**config.mk**
```make
export PLATFORM = sky130hd
export DESIGN_NAME = uart_rx
export DESIGN_NICKNAME = d
export VERILOG_FILES = /design/src/rtl/uart_rx.sv
export SDC_FILE = /design/constraint.sdc
export NUM_CORES = 1
export LEC_CHECK = 0
export CAP_MARGIN = 15
export CORE_MARGIN = 8
export CORE_UTILIZATION = 47
export CTS_BUF_LIST = sky130_fd_sc_hd__clkbuf_8
export DETAILED_ROUTE_END_ITERATION = 10
export GPL_TIMING_DRIVEN = 0
export PLACE_DENSITY = 0.65
export SYNTH_ARGS = -nofsm -noshare
export SYNTH_HDL_FRONTEND = slang
export SYNTH_SLANG_ARGS = --single-unit
```
**constraint.sdc**
```tcl
create_clock -name clk -period 4.2 [get_ports clk]
set_clock_uncertainty 0.15 [all_clocks]
set_input_delay 0.63 -clock clk [delete_from_list [all_inputs] [get_ports clk]]
set_output_delay 0.63 -clock clk [all_outputs]
set_load 0.05 [all_outputs]
```
**src/rtl/uart_rx.sv**
```systemverilog
// uart_rx: 8N1 serial receiver with oversampled mid-bit sampling and start/stop validation.
module uart_rx #(
  parameter int CLK_FREQ   = 100000000,
  parameter int BAUD_RATE  = 115200,
  parameter int OVERSAMPLE = 16
) (
  input  logic       clk,
  input  logic       rst,
  input  logic       rx_i,
  output logic [7:0] data_o,
  output logic       valid_o,
  output logic       frame_err_o,
  output logic       busy_o
);
  localparam int DIV = CLK_FREQ / (BAUD_RATE * OVERSAMPLE);
  localparam int TW  = DIV > 1 ? $clog2(DIV) : 1;
  localparam int SW  = $clog2(OVERSAMPLE);
  if (DIV < 1) begin : g_bad_div
    $fatal(1, "uart_rx: CLK_FREQ too low for BAUD_RATE*OVERSAMPLE");
  end
  typedef enum logic [2:0] {IDLE, START, DATA, STOP, BREAK} state_t;
  state_t          state, state_n;
  logic [1:0]      sync;
  logic            rx_s;
  logic [TW-1:0]   tcnt;
  logic            tick;
  logic [SW-1:0]   scnt, scnt_n;
  logic [2:0]      bitc, bitc_n;
  logic [7:0]      shreg, shreg_n, data_n;
  logic            valid_n, ferr_n;
  assign rx_s   = sync[1];
  assign tick   = tcnt == TW'(DIV - 1);
  assign busy_o = state != IDLE;
  always_ff @(posedge clk) begin
    if (rst) begin
      sync        <= 2'b11;
      tcnt        <= '0;
      state       <= IDLE;
      scnt        <= '0;
      bitc        <= '0;
      shreg       <= '0;
      data_o      <= '0;
      valid_o     <= 1'b0;
      frame_err_o <= 1'b0;
    end else begin
      sync        <= {sync[0], rx_i};
      tcnt        <= tick ? '0 : tcnt + 1'b1;
      state       <= state_n;
      scnt        <= scnt_n;
      bitc        <= bitc_n;
      shreg       <= shreg_n;
      data_o      <= data_n;
      valid_o     <= valid_n;
      frame_err_o <= ferr_n;
    end
  end
  always_comb begin
    state_n = state;
    scnt_n  = scnt;
    bitc_n  = bitc;
    shreg_n = shreg;
    data_n  = data_o;
    valid_n = 1'b0;
    ferr_n  = 1'b0;
    if (tick) begin
      case (state)
        IDLE: begin
          state_n = rx_s ? IDLE : START;
          scnt_n  = '0;
        end
        START: begin
          scnt_n = scnt + 1'b1;
          if (scnt == SW'(OVERSAMPLE / 2 - 1)) begin
            state_n = rx_s ? IDLE : DATA;
            scnt_n  = '0;
            bitc_n  = '0;
          end
        end
        DATA: begin
          scnt_n = scnt + 1'b1;
          if (scnt == SW'(OVERSAMPLE - 1)) begin
            shreg_n = {rx_s, shreg[7:1]};
            scnt_n  = '0;
            bitc_n  = bitc + 1'b1;
            state_n = bitc == 3'd7 ? STOP : DATA;
          end
        end
        STOP: begin
          scnt_n = scnt + 1'b1;
          if (scnt == SW'(OVERSAMPLE - 1)) begin
            scnt_n  = '0;
            data_n  = rx_s ? shreg : data_o;
            valid_n = rx_s;
            ferr_n  = !rx_s;
            state_n = rx_s ? IDLE : BREAK;
          end
        end
        BREAK: state_n = rx_s ? IDLE : BREAK;
        default: state_n = IDLE;
      endcase
    end
  end
endmodule

```
==> impl_metrics.ini, run 1 <==
[run_status]
outcome = finished, final reports clean

[power]
p_int_uw = 483.7
clock_power_share = 0.407
comb_power_share = 0.030
switching_share = 0.2147
seq_power_share = 0.564
irDropWorstVdd_uv = 227.9
leakagePower_uw = 0.0007687
pwr_density_cell_nw_per_um2 = 319.5
p_sw_uw = 132.3

[clock_tree]
clk_latency_ps = 290
cts_buffer_depth = 2
cts_made_buffers = 5
clkTransAtPathRegs_ps = 70
cts.sinks = 36
post_cts_resized = 0
hold_buffers = 0
postCtsSetupBuffers = 0
cts_htree_levels = 2
cts_root_buffer = clkbuf_8
tritoncts = yes

[cells_and_area]
finalNetCount = 204
final_common_cell = dfxtp_1
layout-drive-gt1-share = 0.09137
final_area_um2 = 1928
antenna_cells = 0
area_delta_synth_final_pct = 17.01
layout_common_cells = dfxtp_1, nand2b_1, nor2_1

[global_route]
grt_pass1_vias = 1175
grt_usage = 0.1259
antenna_found_initial = 0
grt-ovfl-total = 0
grt_max_degree = 12
grt_pass1_wl_um = 5423

[hold_path]
worstHoldEndpoint = sync[1]
hold_path_class = reg2reg
min_path_cells = 1
hp-start = sync[0]

[sta]
relSlewSlack = 0.4585
slew_violations = 0
tightest_slew_ps = 806.8
hold_violations = 0
rsz0062_at_grt = false
fmax_mhz = 365.0
min_period_ps = 2740
fin_tns_setup_ps = 0
post-route-period-util = 0.6524
setup_violations = 0

[floorplanning]
die_h_um = 75.21
core_region_area_um2 = 3363
io_pins = 14
die_area_um2 = 5657
initial_core_util = 0.4900
rows = 21
dieWidth_um = 75.21

[setup_path]
endpoint_kind = output pin
ff2ff_path_depth = 6
rr_startpoint = scnt[0]
worstPathArrival_ps = 1960
worstSetupPathType = reg2out
reg2reg_to = shreg[7]
r2r_setup_slack_ps = 2010
startpoint_type = flip-flop
cp.required_ps = 3420
critical_path_peak_fanout = 10

[detailed_routing]
drc = 0
wl_per_cell_um = 12.86
dr.pass1.iters = 4
viasPerCell = 5.165
drt-total-wl_um = 3126
num_vias = 1255
ant_nets = 0
drt-initial-drc-count = 85

[synth]
synth_ff_type = dfxtp_1
ys_warn_count = 0
syn_area_per_cell_um2 = 9.363
syn-num-nets = 184
synth_area_um2 = 1648
synth_cell_type_count = 39
synth_cells = 176
synth_edf_count = 0
seq_area_frac_synth = 0.4374
async_reset_ff_frac = 0
ys_ff_latch = 36

[place]
gp_congestion = 0.9189
portBuffers = 13
dpl_cell_area_um2 = 1836
place_hpwl_um = 2257

[flow_run]
maxCapViolations = 0
Yosys cell counts, drive strengths merged, types with 3 or more instances:
library cell,count,share of area
a21oi,7,0.021
nand4,4,0.019
nor2,21,0.048
o21ai,3,0.0091
nand2b,21,0.080
buf,3,0.013
ha,5,0.038
inv,3,0.0068
mux2i,19,0.12
and3,3,0.011
xnor2,3,0.016
or2,4,0.017
dfxtp,36,0.44
clkbuf,7,0.016
nand2,7,0.016
nand3,6,0.018
sequential cells by signal (all words and copies together), names as in the netlist:
name,cells
frame_err_o,1
bitc,3
state,3
sync,2
data_o,8
scnt,4
tcnt,6
valid_o,1
shreg,8
cell families after synthesis:
kind of cell	after synthesis	synth area share
compound gates	16	0.05771
simple gates	81	0.2825
buf+inv	13	0.03569
xor+xnor	5	0.02658
fa+ha+maj	5	0.03797
mux	20	0.1222
flops	36	0.4374
cell type report:
class	instances	area (um^2)
clock buffer	6	82.58
sequential	36	720.7
fill	331	1435
tap	46	57.56
timing repair buffer	13	130.1
multi-input combinational	127	868.3
inverter	3	11.26
buffer	10	47.55
clock inverter	2	10.01
per-stage QoR:
step | instances | total power, uW | hold WS [ps] | utilization | setup WS, ps
floorplan | 176 | 367.0 | 239.5 | - | 2277
CTS | 243 | 625.5 | 260.8 | 0.5733 | 1458
global placement | 235 | 372.7 | 245.3 | 0.5458 | 1553
finish | 243 | 616.0 | 259.0 | 0.5733 | 1460
global route | 243 | 643.7 | 275.9 | 0.5733 | 1361
detailed placement | 235 | 373.5 | 243.6 | 0.5458 | 1522
per-layer routing:
metal | track usage | vias up | wire, um
met5 | 0 | - | 0
met4 | 0.07676 | 0 | 72
met3 | 0.03728 | 9 | 127
met2 | 0.1919 | 22 | 1463
met1 | 0.1516 | 585 | 1462
li1 | - | 639 | -
critical path, cell delays in order, from the launching register on:
cell and delay [ps]:
dfxtp_1 380, clkbuf_1 330, or3_1 170, clkdlybuf4s50_1 800
worst max-delay path by stage:
| stage | slack (ps) | cells after the start | from | end |
|---|---|---|---|---|
| finish | 1460 | 3 | state[1] | busy_o |
| global route | 1360 | 3 | state[1] | busy_o |
| CTS | 1460 | 3 | state[1] | busy_o |
| detailed placement | 1520 | 5 | rst | shreg[4] |
| global placement | 1550 | 5 | rst | shreg[4] |
| floorplan | 2280 | 6 | scnt[0] | shreg[0] |
power by group through the flow:
stage	sequential [uW]	combinational (uW)	clock (uW)
2_1_floorplan	354	12.6	0
3_3_place_gp	355	17.8	0
3_5_place_dp	355	18.3	0
4_1_cts	347	18.4	260
5_1_grt	348	20.4	276
6_report	347	18.2	251
Power figures use the tool's default switching activity.
==> run 2: changes to the inputs <==
Settings changed: PLACE_DENSITY 0.65 to 0.68.
Clock period 4.2 ns to 2.45 ns, I/O delays scaled along.
==> run 2 against run 1 <==
Routed wire length fell by 0.26%. Largest power group unchanged. Highest routed layer unchanged. Critical path depth up 3. First-iteration DRC count is 7.1% higher. Global-route usage barely moved. Worst hold slack about the same. Sequential share of layout area shrank 0.34 points. Count of clock-buffer cells in the layout down 1.
==> impl_metrics.ini, run 2 (same netlist as run 1, synthesis figures left out) <==
[run_status]
outcome = finished, final reports clean

[sta]
hold_violations = 0
post-route-period-util = 0.9027
setup_violations = 0
slew_violations = 0
fmax_mhz = 452.2
fin_ws_ps = 238.4
hold_ws_ps = 259.4
fin_tns_setup_ps = 0
tightest_slew_ps = 792.4
rsz0062_at_grt = false
min_period_ps = 2212
relSlewSlack = 0.4682

[setup_path]
worstPathArrival_ps = 2230
worstSetupPathType = reg2reg
slowest_stage = nor4_4
startpoint_type = flip-flop
critical_path_peak_fanout = 8
slowest_delay_ps = 560
cp.required_ps = 2470
endpoint_kind = flip-flop
cp_cell_sequence = ha_1 > clkbuf_1 > nand4_1 > nor4_4 > mux2i_1 > nor2_1

[flow_run]
maxCapViolations = 0

[clock_tree]
cts_root_buffer = clkbuf_8
clkTransAtPathRegs_ps = 70
postCtsSetupBuffers = 0
cts_buffer_depth = 2
clk_latency_ps = 290
tritoncts = yes
cts_made_buffers = 5
hold_buffers = 0
post_cts_resized = 1
cts_htree_levels = 2
cts.sinks = 36

[detailed_routing]
ant_nets = 0
drt-initial-drc-count = 91
dr.pass1.iters = 4
wl_per_cell_um = 12.83
drc = 0
num_vias = 1265
viasPerCell = 5.206
drt-total-wl_um = 3118

[global_route]
grt_usage = 0.1258
grt_pass1_wl_um = 5423
grt_pass1_vias = 1266
grt_max_degree = 13
grt-ovfl-total = 0
antenna_found_initial = 0

[cells_and_area]
nFillCells = 333
layout_common_cells = dfxtp_1, nand2b_1, nor2_1
final_cells = 243
final_common_cell = dfxtp_1
multi_input_area_um2 = 868.3
top_regs = data_o x8, shreg x8, tcnt x6
finalNetCount = 204
antenna_cells = 0
layout-drive-gt1-share = 0.09137
final_area_um2 = 1946
area_delta_synth_final_pct = 18.07
regArea_um2 = 720.7

[place]
place_hpwl_um = 2221
pre_cts_slack_ps = 43.08
gp_congestion = 0.8948
dp_cells = 235
dpl_cell_area_um2 = 1836
portBuffers = 13

[floorplanning]
initial_core_util = 0.4900
io_pins = 14
die_area_um2 = 5657
core_region_area_um2 = 3363
rows = 21
dieWidth_um = 75.21
die_h_um = 75.21

[power]
leakagePower_uw = 0.0007768
pwr_density_cell_nw_per_um2 = 586.9
irDropWorstVdd_uv = 422.2

[hold_path]
hold_path_class = reg2reg
-- run 2: cell types whose count changed in the layout (fill, tap and decap cells not counted), sizes merged --
| cell | before | now |
|---|---|---|
| bufinv | 0 | 1 |
| clkbuf | 13 | 12 |
| clkdlybuf4s50 | 13 | 12 |
| clkinv | 2 | 1 |
| clkinvlp | 0 | 1 |
| dlygate4sd2 | 0 | 1 |
-- run 2: report_power, final --
group	internal, uW	switching (uW)	leakage, uW
sequential	591	4.50	0.000291
clock	301	215	0.0000541
combinational	14.5	16.7	0.000432
-- run 2: area by class of cell --
| type | count | area share |
|---|---|---|
| plain buffers | 10 | 0.02444 |
| clock inverters | 3 | 0.02186 |
| well taps | 46 | 0.02958 |
| inverters | 3 | 0.005788 |
| repair buffers | 13 | 0.06624 |
| flip-flops and latches | 36 | 0.3704 |
| clock buffers | 5 | 0.03537 |
| multi-input cells | 127 | 0.4463 |
-- run 2: worst max-delay path: cells and delay by family (launching register included) --
kind	cells	cell delay, ps
adder cells (fa/ha/maj)	1	160
buffers and inverters	1	270
flip-flops	1	370
multiplexers	1	260
AND/OR/NAND/NOR	3	880
-- run 2: path summary, 6_finish.rpt --
path / start / to / slack [ps] / depth (start not counted)
setup reg to reg: scnt[0] / shreg[4] / 240 / 6
hold reg to reg: sync[0] / sync[1] / 260 / 1
setup / recovery: scnt[0] / shreg[4] / 240 / 6
hold / removal: sync[0] / sync[1] / 260 / 1
-- run 2: metal layers --
metal / wire (um) / GRT usage / vias to the layer above
met1: 1408 / 0.1405 / 586
li1: - / - / 643
met2: 1485 / 0.1996 / 28
met5: 0 / 0 / -
met3: 143 / 0.04128 / 8
met4: 80 / 0.08316 / 0
-- run 2: metrics by stage --
stage	total power [uW]	util
final	1142	0.5785
after detailed placement	640.1	0.5458
after global routing	1183	0.5785
after floorplan	629.2	-
after CTS	1161	0.5785
after global placement	638.7	0.5458
==> run 3: changes to the inputs <==
Settings changed: ABC_CLOCK_PERIOD_IN_PS set to 2450.
==> results of run 3 <==
No change in the layout: final DEF, timing and power equal those of run 2.
